File: config.mk
export PLATFORM = sky130hd
export DESIGN_NAME = key_event_fifo
export DESIGN_NICKNAME = d
export VERILOG_FILES = /design/src/rtl/key_event_fifo.sv
export SDC_FILE = /design/constraint.sdc
export NUM_CORES = 1
export LEC_CHECK = 0
export BUFFER_PORTS_ARGS = -buffer_cell sky130_fd_sc_hd__buf_2
export CORE_MARGIN = 3
export CORE_UTILIZATION = 54
export CTS_BUF_LIST = sky130_fd_sc_hd__clkbuf_8
export DETAILED_ROUTE_END_ITERATION = 10
export PLACE_DENSITY = 0.75
export SYNTH_ARGS = -nofsm -noshare
export SYNTH_HDL_FRONTEND = slang
export SYNTH_SLANG_ARGS = --single-unit
export TNS_END_PERCENT = 10
File: constraint.sdc
create_clock -name clk -period 2.5 [get_ports clk]
set_input_delay 0.25 -clock clk [delete_from_list [all_inputs] [get_ports clk]]
set_output_delay 0.25 -clock clk [all_outputs]
set_load 0.01 [all_outputs]
File: src/rtl/key_event_fifo.sv
// key_event_fifo: keypad debouncer feeding a small first-word fall-through FIFO.
// A key must be stable for DEBOUNCE_CYCLES consecutive sampling edges before its
// code is pushed; holding a key never repeats. Release also needs a stable window.
// Optional build macro: KEY_FIFO_OVERWRITE_EN -- when defined, a press arriving
// while the FIFO is full (with no pop) evicts the oldest entry; when undefined the
// new press is dropped. Either way the sticky overflow flag is set.
module key_event_fifo #(
   parameter int DEBOUNCE_CYCLES = 4,
   parameter int DEPTH           = 4
) (
   input  logic       clk,
   input  logic       rst,
   input  logic [3:0] key,
   input  logic       key_valid,
   input  logic       rd_en,
   output logic [3:0] rd_data,
   output logic       empty,
   output logic       full,
   output logic [4:0] count,
   output logic       key_evt,
   output logic       overflow
);

   localparam int              PW        = (DEPTH > 1) ? $clog2(DEPTH) : 1;
   localparam logic [3:0]      DEB_LIM   = 4'(DEBOUNCE_CYCLES);
   localparam logic [4:0]      DEPTH_CNT = 5'(DEPTH);
   localparam logic [PW-1:0]   PTR_ONE   = PW'(1);

   typedef enum logic [1:0] {
      ST_IDLE         = 2'd0,
      ST_PRESS_WAIT   = 2'd1,
      ST_HELD         = 2'd2,
      ST_RELEASE_WAIT = 2'd3
   } deb_state_t;

   deb_state_t    state_r, state_s;
   logic [3:0]    stab_cnt_r, stab_cnt_s;
   logic [3:0]    cap_code_r, cap_code_s;
   logic          push_s;

   logic [3:0]    mem_r [DEPTH];
   logic [PW-1:0] wr_ptr_r, wr_ptr_s;
   logic [PW-1:0] rd_ptr_r, rd_ptr_s;
   logic [4:0]    count_r, count_s;
   logic          empty_r, full_r;
   logic          key_evt_r;
   logic          overflow_r, overflow_s;
   logic          write_s;
   logic          pop_s;
   logic          fifo_empty_s, fifo_full_s;

   // Debouncer next-state: stability counting on press and on release.
   always_comb begin
      state_s    = state_r;
      stab_cnt_s = stab_cnt_r;
      cap_code_s = cap_code_r;
      push_s     = 1'b0;
      case (state_r)
         ST_IDLE: begin
            if (key_valid) begin
               state_s    = ST_PRESS_WAIT;
               cap_code_s = key;
               stab_cnt_s = 4'd1;
            end else begin
               state_s    = ST_IDLE;
            end
         end
         ST_PRESS_WAIT: begin
            if (key_valid && (key == cap_code_r)) begin
               if ((stab_cnt_r + 4'd1) >= DEB_LIM) begin
                  // Accepting edge: the code has been stable long enough.
                  state_s    = ST_HELD;
                  stab_cnt_s = 4'd0;
                  push_s     = 1'b1;
               end else begin
                  stab_cnt_s = stab_cnt_r + 4'd1;
               end
            end else begin
               state_s    = ST_IDLE;
               stab_cnt_s = 4'd0;
            end
         end
         ST_HELD: begin
            if (!key_valid) begin
               state_s    = ST_RELEASE_WAIT;
               stab_cnt_s = 4'd1;
            end else begin
               state_s    = ST_HELD;
            end
         end
         ST_RELEASE_WAIT: begin
            if (!key_valid) begin
               if ((stab_cnt_r + 4'd1) >= DEB_LIM) begin
                  state_s    = ST_IDLE;
                  stab_cnt_s = 4'd0;
               end else begin
                  stab_cnt_s = stab_cnt_r + 4'd1;
               end
            end else begin
               // Release glitch: key is still down, go back without a new push.
               state_s    = ST_HELD;
               stab_cnt_s = 4'd0;
            end
         end
         default: begin
            state_s    = ST_IDLE;
            stab_cnt_s = 4'd0;
         end
      endcase
   end

   // Debouncer state, stability counter and captured code.
   always_ff @(posedge clk or posedge rst) begin
      if (rst) begin
         state_r    <= ST_IDLE;
         stab_cnt_r <= 4'd0;
         cap_code_r <= 4'h0;
      end else begin
         state_r    <= state_s;
         stab_cnt_r <= stab_cnt_s;
         cap_code_r <= cap_code_s;
      end
   end

   // FIFO bookkeeping: decide write, pointer moves, occupancy and overflow.
   always_comb begin
      fifo_empty_s = (count_r == 5'd0);
      fifo_full_s  = (count_r == DEPTH_CNT);
      pop_s        = rd_en && !fifo_empty_s;
      write_s      = 1'b0;
      wr_ptr_s     = wr_ptr_r;
      rd_ptr_s     = rd_ptr_r;
      count_s      = count_r;
      overflow_s   = overflow_r;
      if (push_s && pop_s) begin
         // Simultaneous push and pop: occupancy unchanged, also when full.
         write_s  = 1'b1;
         wr_ptr_s = wr_ptr_r + PTR_ONE;
         rd_ptr_s = rd_ptr_r + PTR_ONE;
      end else if (push_s && fifo_full_s) begin
         overflow_s = 1'b1;
`ifdef KEY_FIFO_OVERWRITE_EN
         write_s  = 1'b1;
         wr_ptr_s = wr_ptr_r + PTR_ONE;
         rd_ptr_s = rd_ptr_r + PTR_ONE;
`else
         write_s  = 1'b0;
`endif
      end else if (push_s) begin
         write_s  = 1'b1;
         wr_ptr_s = wr_ptr_r + PTR_ONE;
         count_s  = count_r + 5'd1;
      end else if (pop_s) begin
         rd_ptr_s = rd_ptr_r + PTR_ONE;
         count_s  = count_r - 5'd1;
      end else begin
         count_s  = count_r;
      end
   end

   // FIFO pointers, registered status flags and the accept pulse.
   always_ff @(posedge clk or posedge rst) begin
      if (rst) begin
         wr_ptr_r   <= '0;
         rd_ptr_r   <= '0;
         count_r    <= 5'd0;
         empty_r    <= 1'b1;
         full_r     <= 1'b0;
         key_evt_r  <= 1'b0;
         overflow_r <= 1'b0;
      end else begin
         wr_ptr_r   <= wr_ptr_s;
         rd_ptr_r   <= rd_ptr_s;
         count_r    <= count_s;
         empty_r    <= (count_s == 5'd0);
         full_r     <= (count_s == DEPTH_CNT);
         key_evt_r  <= push_s;
         overflow_r <= overflow_s;
      end
   end

   // Storage array; contents are never visible while empty so no reset needed.
   always_ff @(posedge clk) begin
      if (write_s) begin
         mem_r[wr_ptr_r] <= cap_code_r;
      end
   end

   // First-word fall-through read port, forced to zero when empty.
   always_comb begin
      if (empty_r) begin
         rd_data = 4'h0;
      end else begin
         rd_data = mem_r[rd_ptr_r];
      end
   end

   assign empty    = empty_r;
   assign full     = full_r;
   assign count    = count_r;
   assign key_evt  = key_evt_r;
   assign overflow = overflow_r;

endmodule

==> impl_metrics.ini <==
[job]
drv_cap = 0

[synthesis]
yosys_warnings = 0
avgSynthCellArea_um2 = 12.0
netlist_instances = 166
syn_area_um2 = 1990
synth_seq_cells = 39
seq_area_frac_synth_pct = 53.0
synth_enable_flop_cells = 16
syn-num-nets = 182
netlist_top_cells_area = dfrtp_1 28%, edfxtp_1 24%, mux4_2 5.6%, ha_1 5.0%, xnor2_1 3.5%
async_flop_share_pct = 59.0
yosysMostFrequentCell = dfrtp_1
ys_top_cells_by_count = 22 x dfrtp_1, 16 x edfxtp_1, 12 x nand2_1, 9 x nor2_1
yosys_most_used_dff = dfrtp_1
netlist.area_leader.share_pct = 27.6
yosysTopAreaCell = dfrtp_1
synth_cell_types = 44

[finish]
drive_above_1_share_pct = 30.5
design_area_um2 = 2330
final_nets = 215
antenna_cells = 0
syn2layout_area_growth_pct = 16.8
final_cells = 246

[sta]
skew_ns = 0.00380
relSlewSlack_pct = 42.5
grt_setup_unrepaired = true
tightest_slew_ns = 0.862
period_share_pct = 97.1
fmax_mhz = 412
min_period_ns = 2.43
finalSetupViolCount = 0
slew_viol_final = 0
finalSetupTns_ns = 0
hold_viol_final = 0
fin_hold_ws_ns = 0.128

[floorplan]
io_pins = 21
fp.dieW_um = 66.8
core_um2 = 3440
die_area_um2 = 4460
floorplan.initialDensity_pct = 57.9
die_y_um = 66.8
fp-row-count = 21

[power]
peakVddDrop_mv = 0.352
p_leak_nw = 0.983
power_w = 0.00224
p_per_area_nw_per_um2 = 963

[place]
place.gp.congestion = 0.977
place_hpwl_mm = 2.78
dp_cells = 238
numPortBuffers = 20
dpl-instance-area_um2 = 2200

[routing]
postRouteAntennaNets = 0
wl_per_cell_um = 15.1
viasPerCell = 5.50
dr.pass1.iters = 4
wirelength_mm = 3.72
vias = 1353
drt_iter0_drc = 117
drc_errors = 0

[global_routing]
overflow = 0
grt_pass1_wl_mm = 6.19
grt_pass1_vias = 1338
grtUsageTotal_pct = 18.8
grt_max_degree = 24
antenna_found_initial = 0

[clocking]
numCtsBuffers = 5
cts.sinks = 39
cts_tree = done
clockRootBuffer = clkbuf_8
clockBufferDepth = 2
clkTransAtPathRegs_ns = 0.07
clk_latency_ns = 0.29
hold_buffers = 0
htreeDepth = 2

[setup_path]
worstPathArrival_ns = 2.64
cp.required_ns = 2.71
cp_max_fo = 6
critPathKind = register to register
cp-start-kind = register
cp-end-kind = register

[worst_hold_path]
hold_class = input port to asynchronous set/reset pin

[status]
status = completed
## sequential cells by signal, indices dropped and copies added (netlist names)
name        flops
state_r         2
full            1
cap_code_r      4
wr_ptr_r        2
mem_r          16
count           5
key_evt         1
overflow        1
rd_ptr_r        2
stab_cnt_r      4
empty           1
## power breakdown
part	switching [W]	internal, W	leakage, nW
clock network	0.000214	0.000292	0.0556
registers	0.000138	0.000775	0.424
logic	0.000415	0.000407	0.504
## per-stage QoR
| stage | setup slack [ns] | util (%) |
|---|---|---|
| floorplan | 0.113 | - |
| global placement | 0.166 | 63.9 |
| detailed placement | -0.00439 | 63.9 |
| CTS | 0.0394 | 67.3 |
| global route | -0.0344 | 67.6 |
| finish | 0.0737 | 67.6 |
## repair_timing
action / 4_1_cts / 5_1_grt
pin swaps: 0 / 1
setup buffers: 0 / 0
resized for setup: 2 / 5
hold endpoints to repair: 0 / 0
setup endpoints to repair: 1 / 2
## critical path, stage by stage, from the launching register on
cell and delay [ns]:
dfrtp_1 0.35, inv_1 0.08, ha_1 0.23, and2_1 0.17
buf_4 0.16, or4_2 0.53, o22ai_1 0.17, a2111oi_1 0.11
a311o_1 0.34, nor3b_2 0.19
## cells by family after synthesis
family          count (synthesis)  synth area share, %
fa+ha+maj                       8                 5.02
xor+xnor                        9                 3.96
buf+inv                        13                 3.14
simple gates                   56                 15.2
mux                            12                 9.42
flops                          39                 53.0
compound gates                 29                 10.2
## layout by cell type (no fill, tap or decap), drive strengths merged, types with 2 or more instances in the layout
master	Yosys	routed
mux2i	3	3
nor3	4	4
nand4	3	3
dfrtp	22	22
mux2	4	4
o22ai	3	3
edfxtp	16	16
nand3	3	3
o211ai	2	2
clkbuf	1	5
mux4	5	5
nor2	9	9
o21ai	5	5
a21oi	6	6
xnor2	8	8
buf	4	31
nand2	12	12
ha	8	8
and2	9	9
nand2b	2	2
inv	8	8
clkinv	0	2
o21a	3	3
a21o	3	3
nor2b	7	7
## worst paths after layout
kind | slack, ns | end | cells past startpoint | startpoint
worst min-delay path | 0.13 | cap_code_r[1] | 2 | rst
worst max-delay path | 0.07 | full | 9 | count[0]
max in group asynchronous | 1.84 | count[0] | 2 | rst
worst min register to register | 0.45 | overflow | 1 | overflow
min in group clk | 0.22 | cap_code_r[2] | 2 | key[2]
worst max register to register | 0.07 | full | 9 | count[0]
## metal layers
layer  share of wire, %  track usage, %  vias up
met4                1.9            9.14        0
met2                 50            29.2       37
li1                   -               -      668
met3                5.1            5.56        7
met1                 43            24.0      641
met5                  0               0        -
## final cells by class
class	instances	area (um^2)
Timing Repair Buffer	31	183
Clock buffer	5	68.8
Tap cell	46	57.6
Clock inverter	3	38.8
Sequential cell	39	1060
Inverter	8	30.0
Multi-Input combinational cell	114	892
Fill cell	269	1110
Power figures use the tool's default switching activity.
